$ cat src/rtl/sobel_pkg.sv
// Shared types, widths and arithmetic helpers for the Sobel squared-gradient block.
// Contents: pixel/gradient typedefs, result width and clamp value, tap-sum,
// gradient-difference and magnitude-quantise helpers.
package sobel_pkg;

  localparam int unsigned PIX_W  = 8;
  localparam int unsigned GRAD_W = 11;
  localparam int unsigned R_W    = 16;
  localparam int unsigned SUM_W  = 10;   // a + 2b + c of three pixels, max 1020
  localparam int unsigned SQ_W   = 17;   // ax*ax + ay*ay, max 130050

  localparam logic [R_W-1:0] R_MAX = 16'hFFFF;

  typedef logic [PIX_W-1:0]         pixel_t;
  typedef logic signed [GRAD_W-1:0] grad_t;

  // Weighted 1-2-1 sum of one window edge.
  function automatic logic [SUM_W-1:0] tap_sum(input pixel_t a, input pixel_t b,
                                               input pixel_t c);
    return SUM_W'(a) + SUM_W'({b, 1'b0}) + SUM_W'(c);
  endfunction

  // Positive edge sum minus negative edge sum.
  function automatic grad_t tap_diff(input pixel_t p0, input pixel_t p1, input pixel_t p2,
                                     input pixel_t n0, input pixel_t n1, input pixel_t n2);
    return $signed({1'b0, tap_sum(p0, p1, p2)}) - $signed({1'b0, tap_sum(n0, n1, n2)});
  endfunction

  // |g| >> 2, always fits 8 bits since |g| <= 1020.
  function automatic pixel_t abs_q(input grad_t g);
    logic [GRAD_W-1:0] mag;
    mag = g[GRAD_W-1] ? GRAD_W'(-g) : GRAD_W'(g);
    return PIX_W'(mag >> 2);
  endfunction

endpackage

$ cat src/rtl/sobel_line_buf.sv
// One-line pixel delay line addressed by column.
// Reading addr returns the pixel written at that column one line earlier; the
// same cycle's write replaces it. Contents are not reset.
// Ports: clk, en (write strobe), addr (column), din (pixel in), dout_c (comb. read).
module sobel_line_buf
  import sobel_pkg::*;
#(
  parameter int unsigned DEPTH = 64,
  localparam int unsigned AW   = (DEPTH > 1) ? $clog2(DEPTH) : 1
) (
  input  logic          clk,
  input  logic          en,
  input  logic [AW-1:0] addr,
  input  pixel_t        din,
  output pixel_t        dout_c
);

  pixel_t mem [DEPTH];

  assign dout_c = mem[addr];

  // Storage only; validity is tracked by the frame counters upstream.
  always_ff @(posedge clk) begin
    if (en) mem[addr] <= din;
  end

endmodule

$ cat src/rtl/sobel_grad_sq.sv
// Streaming Sobel front-end producing the saturated squared gradient magnitude.
// Raster pixels are counted into (row, col), two line buffers supply the two
// previous lines, a 3x3 window feeds a 3-stage pipeline:
//   S1 window/valid capture, S2 Gx/Gy, S3 |.|>>2, squares, sum, clamp.
// Ports: clk, rst_n (async active-low), in_valid, in_sof, in_pixel[7:0],
//        out_valid, out_r[15:0], out_eof, and out_sat when SOBEL_SAT_FLAG_EN
//        is defined (high with a result whose sum was clamped).
module sobel_grad_sq
  import sobel_pkg::*;
#(
  parameter int unsigned IMG_W = 64,
  parameter int unsigned IMG_H = 64
) (
  input  logic             clk,
  input  logic             rst_n,
  input  logic             in_valid,
  input  logic             in_sof,
  input  logic [PIX_W-1:0] in_pixel,
  output logic             out_valid,
  output logic [R_W-1:0]   out_r,
  output logic             out_eof
`ifdef SOBEL_SAT_FLAG_EN
  ,
  output logic             out_sat
`endif
);

  localparam int unsigned COL_W = $clog2(IMG_W);
  localparam int unsigned ROW_W = $clog2(IMG_H);

  // ---------------- position of the current pixel ----------------
  logic [COL_W-1:0] col, col_cur;
  logic [ROW_W-1:0] row, row_cur;
  logic             col_last, row_last, win_done;

  // in_sof overrides the running counts so a partial frame is dropped.
  always_comb begin
    col_cur  = in_sof ? '0 : col;
    row_cur  = in_sof ? '0 : row;
    col_last = (col_cur == COL_W'(IMG_W - 1));
    row_last = (row_cur == ROW_W'(IMG_H - 1));
    win_done = in_valid && (row_cur >= ROW_W'(2)) && (col_cur >= COL_W'(2));
  end

  // Raster counters advance on accepted pixels only.
  always_ff @(posedge clk or negedge rst_n) begin
    if (!rst_n) begin
      col <= '0;
      row <= '0;
    end else if (in_valid) begin
      if (col_last) begin
        col <= '0;
        row <= row_last ? '0 : row_cur + ROW_W'(1);
      end else begin
        col <= col_cur + COL_W'(1);
        row <= row_cur;
      end
    end
  end

  // ---------------- line buffers: up1 = row-1, up2 = row-2 ----------------
  pixel_t up1, up2;

  sobel_line_buf #(.DEPTH(IMG_W)) u_lb_1 (
    .clk    (clk),
    .en     (in_valid),
    .addr   (col_cur),
    .din    (in_pixel),
    .dout_c (up1)
  );

  sobel_line_buf #(.DEPTH(IMG_W)) u_lb_2 (
    .clk    (clk),
    .en     (in_valid),
    .addr   (col_cur),
    .din    (up1),
    .dout_c (up2)
  );

  // ---------------- S1: window shift and completion flags ----------------
  pixel_t win [3][3];   // [line][column], index 0 is oldest
  logic   v1, e1;

  always_ff @(posedge clk or negedge rst_n) begin
    if (!rst_n) begin
      v1 <= 1'b0;
      e1 <= 1'b0;
      for (int r = 0; r < 3; r++) begin
        for (int c = 0; c < 3; c++) win[r][c] <= '0;
      end
    end else begin
      v1 <= win_done;
      e1 <= win_done && row_last && col_last;
      if (in_valid) begin
        for (int r = 0; r < 3; r++) begin
          win[r][0] <= win[r][1];
          win[r][1] <= win[r][2];
        end
        win[0][2] <= up2;
        win[1][2] <= up1;
        win[2][2] <= in_pixel;
      end
    end
  end

  // ---------------- S2: gradients ----------------
  grad_t gx, gy;
  logic  v2, e2;

  always_ff @(posedge clk or negedge rst_n) begin
    if (!rst_n) begin
      v2 <= 1'b0;
      e2 <= 1'b0;
      gx <= '0;
      gy <= '0;
    end else begin
      v2 <= v1;
      e2 <= e1;
      if (v1) begin
        gx <= tap_diff(win[0][2], win[1][2], win[2][2], win[0][0], win[1][0], win[2][0]);
        gy <= tap_diff(win[2][0], win[2][1], win[2][2], win[0][0], win[0][1], win[0][2]);
      end
    end
  end

  // ---------------- S3: magnitude squared and clamp ----------------
  logic [SQ_W-1:0] ax, ay, sq_sum;
  logic            sat;

  // Sum never reaches 2^17, so bit 16 alone flags the overflow.
  always_comb begin
    ax     = SQ_W'(abs_q(gx));
    ay     = SQ_W'(abs_q(gy));
    sq_sum = ax * ax + ay * ay;
    sat    = sq_sum[SQ_W-1];
  end

  // out_r holds its last value between results.
  always_ff @(posedge clk or negedge rst_n) begin
    if (!rst_n) begin
      out_valid <= 1'b0;
      out_eof   <= 1'b0;
      out_r     <= '0;
    end else begin
      out_valid <= v2;
      out_eof   <= v2 && e2;
      if (v2) out_r <= sat ? R_MAX : sq_sum[R_W-1:0];
    end
  end

`ifdef SOBEL_SAT_FLAG_EN
  always_ff @(posedge clk or negedge rst_n) begin
    if (!rst_n) out_sat <= 1'b0;
    else        out_sat <= v2 && sat;
  end
`endif

endmodule
$ cat config.mk
export PLATFORM = sky130hd
export DESIGN_NAME = sobel_grad_sq
export DESIGN_NICKNAME = d
export VERILOG_FILES = /design/src/rtl/sobel_pkg.sv /design/src/rtl/sobel_line_buf.sv /design/src/rtl/sobel_grad_sq.sv
export SDC_FILE = /design/constraint.sdc
export NUM_CORES = 2
export LEC_CHECK = 0
export BUFFER_PORTS_ARGS = -buffer_cell sky130_fd_sc_hd__buf_2
export CAP_MARGIN = 20
export CORE_UTILIZATION = 55
export CTS_BUF_LIST = sky130_fd_sc_hd__clkbuf_4 sky130_fd_sc_hd__clkbuf_8 sky130_fd_sc_hd__clkbuf_16
export DETAILED_ROUTE_END_ITERATION = 7
export GPL_TIMING_DRIVEN = 0
export PLACE_DENSITY = 0.76
export SKIP_CTS_REPAIR_TIMING = 1
export SLEW_MARGIN = 20
export SYNTH_ARGS = -nofsm -noshare
export SYNTH_HDL_FRONTEND = slang
export SYNTH_SLANG_ARGS = --single-unit
$ cat constraint.sdc
create_clock -name clk -period 16.9 [get_ports clk]
set_input_delay 2.535 -clock clk [delete_from_list [all_inputs] [get_ports clk]]
set_output_delay 2.535 -clock clk [all_outputs]
set_load 0.02 [all_outputs]
# == Yosys cells after proc, flatten, opt, wreduce, memory -nomap -nowiden ==
# Memories as Yosys holds them, arrays and structs flattened. A register that Yosys moved wholly into a read port is not among the register bits.
# Index checks and enable logic that the tools add are counted.
# totals
ff_bits,120
mem_bits_rw,1024
inputBits,12
out_inout_bits,18
n_memories,2
# op_classes
add_sub_neg,15
multipliers,2
magnitude_cmp,2
n_eq_ne,2
muxes,10
reduce_logical,6
# mem_list
memory,words,word_bits,read_ports,rd_ports_with_merged_regs,write_ports,line_no,text
u_lb_1.mem,64,8,1,0,1,sobel_line_buf.sv:18,pixel_t mem [DEPTH];
u_lb_2.mem,64,8,1,1,1,sobel_line_buf.sv:18,
# op_table
cell,n
10-bit by 8-bit adder with 10-bit output,4
8-bit by 9-bit adder with 10-bit output,4
8-bit by 8-bit multiplier with 16-bit output,2
6-bit two-way mux,5
10-bit by 10-bit subtractor with 11-bit output,2
10-bit two-way mux,2
10-bit negator,2
16-bit by 16-bit adder with 17-bit output,1
16-bit two-way mux,1
"6-bit by 1-bit adder with 6-bit output, second input constant",2
"6-bit equality test, second input constant",2
"6-bit by 2-bit greater-or-equal comparator with 1-bit output, second input constant",2
1-bit logical AND,5
1-bit two-way mux,2
1-bit logical NOT,1

# == Logic depth before layout (Yosys ltp) ==
# depth
ltp_word,6
ltp_mapped,26
ltp_nobuf,25

# == Modules after synthesis ==
# From an unflattened synthesis, not the netlist that was laid out.
# hier_totals
cells_unflattened,3401
area_unflattened_um2,51528.2
# modules_own_cells
mod,n_inst,cells_each,area_each_um2
sobel_line_buf,2,1163,20289.5
sobel_grad_sq,1,1075,10949.3

# == Least setup slack after synthesis ==
# OpenSTA, ideal clock, no wires.
# synth_timing
path_type,register -> register
start,register gy[0]
end,register out_r[10]
setup_ns,0.141
t_arrival_ns,6.773
slack_ns,9.986
stages_incl_launch_ff,23
path_buffers,1
cell_sequence,dfrtp_1 > or4_4 > or3_1 > or3_4 > o21ai_4 > xor2_2 > nor2_1 > fa_1 > fa_1 > fa_1 > fa_1 > fa_1 > inv_1 > fa_1 > inv_1 > ha_1 > a211oi_1 > o211ai_1 > a41o_1 > nor3b_1 > nand3b_1 > clkbuf_1 > a31oi_1
# synth_via
elab_chain_len,5
# synth_rtl
element,line_no,text
from (decl),sobel_grad_sq.sv:107,"grad_t gx, gy;"
from (signal assigned),sobel_grad_sq.sv:121,"gy <= tap_diff(win[2][0], win[2][1], win[2][2], win[0][0], win[0][1], win[0][2]);"
10-bit negator,sobel_pkg.sv:32,mag = g[GRAD_W-1] ? GRAD_W'(-g) : GRAD_W'(g);
10-bit two-way mux,sobel_pkg.sv:32,
8-bit by 8-bit multiplier with 16-bit output,sobel_grad_sq.sv:134,sq_sum = ax * ax + ay * ay;
16-bit by 16-bit adder with 17-bit output,sobel_grad_sq.sv:134,
16-bit two-way mux,sobel_grad_sq.sv:147,if (v2) out_r <= sat ? R_MAX : sq_sum[R_W-1:0];
to (signal assigned),sobel_grad_sq.sv:147,
to (decl),sobel_grad_sq.sv:20,"output logic [R_W-1:0] out_r,"
# Every way passes these cells.
# A chain may end at the register's enable or synchronous reset.

# == Final worst setup path ==
# layout_timing
start,register gy[0]
end,register out_r[7]
# The elaborated chain is that of the path after synthesis.

==> flow_summary.yaml <==
outcome:
  status: "finished, violations left"
  violations: "design-rule violations"
global_route:
  grt_pass1_wl_mm: 274.5
  grt_overflow: 0
  antenna_found_initial: 20
  grt_pass1_vias: 33074
  grt_max_degree: 73
  track_usage_pct: 43.77
critical_path:
  cp_common_cell: "fa_1"
  path_class: "flip-flop to flip-flop"
  critPathBufInv: 3
  cp.arrival_ns: 8.23
  start_kind: "flip-flop"
  crit_chain: "or4_4 -> or3_1 -> or3_4 -> o21ai_4 -> xor2_2 -> nor2_1 -> fa_1 -> fa_1 -> fa_1 -> fa_1 -> fa_1 -> inv_1 -> fa_1 -> inv_1 -> ha_1 -> a211oi_1 -> o211ai_1 -> a41o_1 -> nor3b_1 -> nand3b_1 -> clkbuf_1 -> a31oi_1"
  critPathMaxStageDelay_ns: 0.56
  end_kind: "flip-flop"
  critPathSlowestCell: "or4_4"
  cp_max_fo: 10
  cp.required_ns: 17.45
  crit_family: "adder cells"
timing:
  period_needed_ns: 7.682
  fmax_mhz: 130.2
  post-route-period-util_pct: 45.46
  maxSlewViolCount: 0
  rsz0062_at_grt: "no"
  finalHoldViolations: 0
  setup_ws_ns: 9.218
  fin_skew_ns: 0.07835
  tightest_slew_ns: 1.381
  slew_headroom_pct: 7.907
  setup_viol: 0
  finalSetupTns_ns: 0
synthesis:
  seq_area_frac_synth_pct: 66.19
  syn_avg_cell_area_um2: 15.30
  syn_nets: 3583
  synth-edff-count: 1024
  synth.largest_area_cell: "edfxtp_1"
  synthFlopType: "edfxtp_1"
  yosysTopAreaCellShare_pct: 59.95
  synthArstFlopShare_pct: 11.11
  syn_area_um2: 51300
  synth_cell_type_count: 99
  synth.area.top_cells: "edfxtp_1, dfrtp_1, fa_1"
  yosysWarnings: 0
  ys_ff_latch: 1152
  syn_inst: 3352
floorplanning:
  coreArea_um2: 92080
  rows: 111
  die_height_um: 307.4
  die-area_um2: 94490
  start_util_pct: 55.71
  fp.dieW_um: 307.4
  io_pins: 30
layout:
  nets: 3797
  drive_gt1_share_pct: 18.72
  syn_to_final_growth_pct: 13.72
route:
  first_pass_iters: 8
  vias: 35234
  avgRoutedWirePerCell_um: 41.49
  drt_iter0_markers: 6848
  drt_drc_violations_left: 4
  viasPerCell: 7.150
  wl_mm: 204.5
  ant_nets: 0
clocking:
  clk_pin_slew_ns: 0.07
  cts_max_path_buffers: 3
  cts_buffers: 114
  clock-sinks: 1152
  insertion_delay_ns: 0.76
  cts-root-buf: "clkbuf_16"
  cts_htree_levels: 3
  cts_tree: "done"
hold_path:
  hold_class: "flip-flop to flip-flop"
placement:
  post-dp-hpwl_mm: 133.9
  place_congestion: 1.108
  preCtsSetupSlack_ns: 8.918
  port_buffers: 28
run:
  cap_viol_max_count: 0
-- layout by cell type (no fill, tap or decap), types with 45 or more instances in the layout --
| cell | n |
|---|---|
| nand2_1 | 151 |
| mux2i_1 | 178 |
| nor2_2 | 54 |
| fa_1 | 138 |
| clkbuf_16 | 115 |
| ha_1 | 81 |
| o21ai_0 | 91 |
| dfrtp_1 | 128 |
| nor2_1 | 126 |
| a22oi_1 | 65 |
| inv_1 | 200 |
| buf_2 | 92 |
| mux4_2 | 45 |
| edfxtp_1 | 1024 |
| clkbuf_1 | 55 |
| a21oi_1 | 120 |
| o22ai_1 | 63 |
| mux2_2 | 96 |
-- Yosys cell counts (all sizes together) (10+ instances only) --
library cell	count
buf	115
nand3	24
o22ai	63
a2111oi	12
edfxtp	1024
a211oi	24
and3	10
fa	138
nor2b	18
a21oi	120
o2bb2ai	18
a32oi	12
o31ai	20
nand3b	25
and2	11
o22a	12
a31oi	34
mux2	104
nor3	20
o211ai	14
nand2	156
xnor2	23
o221ai	28
o21ai	98
ha	81
a221oi	29
nand2b	13
clkbuf	70
nor2	193
a222oi	14
xor2	19
mux4	45
a22o	41
dfrtp	128
a22oi	65
mux2i	178
inv	205
-- logic make-up after synthesis --
kind of cell,after synthesis,share of synthesized area (%)
muxes,327,7.747
and+or+nand+nor,523,4.878
xor gates and xnor gates,42,0.7610
AOI/OAI and AO/OA,695,9.684
DFF,1152,66.19
buffers and inverters,394,3.378
adders and majority gates,219,7.362
-- sequential cells by signal (all words and copies together), names as in the netlist --
signal	cells
win	72
col	6
e1	1
gy	11
out_eof	1
gx	11
out_r	16
e2	1
row	6
out_valid	1
v1	1
u_lb_1.mem	512
u_lb_2.mem	512
v2	1
-- through the flow --
step	hold WS, ns	utilization, %	area [um2]	instances
detailed placement	0.3537	59.00	54330	4689
global placement	0.3493	57.55	52990	4623
CTS	0.3847	63.23	58220	4904
floorplan	0.3312	-	51300	3352
global route	0.3965	63.30	58290	4911
finish	0.3722	63.35	58330	4928
-- area by class of cell --
class                   instances  area, um2
well taps                    1243       1555
clock buffers                 143       3107
clock inverters                72      783.3
multi-input cells            1806      15990
plain buffers                 185      973.4
diodes                         20      50.05
fillers                      6640      33750
repair buffers                 98       1140
inverters                     209      784.5
flip-flops and latches       1152      33950
-- layer usage --
metal	wire (um)	global-route usage, %	share of wire [%]
met1	66760	53.47	33
met2	84830	60.92	41
met3	32930	20.23	16
met4	19880	32.10	9.7
met5	64	0	0.031
-- final timing paths --
check                                        to  depth (start not counted)  slack [ns]               from
max                        out_r[7]$_DFFE_PN0P_                         22        9.22  gy[0]$_DFFE_PN0P_
min                                e2$_DFF_PN0_                          0        0.37       e1$_DFF_PN0_
max reg2reg                out_r[7]$_DFFE_PN0P_                         22        9.22  gy[0]$_DFFE_PN0P_
min reg2reg                        e2$_DFF_PN0_                          0        0.37       e1$_DFF_PN0_
max in group asynchronous   win[69]$_DFFE_PN0P_                          2       14.35              rst_n
min in group asynchronous          e1$_DFF_PN0_                          1        1.78              rst_n
Power is left out: the tool's default activity adds up to more than one toggle a clock period on the data nets, which glitch-free logic cannot reach.
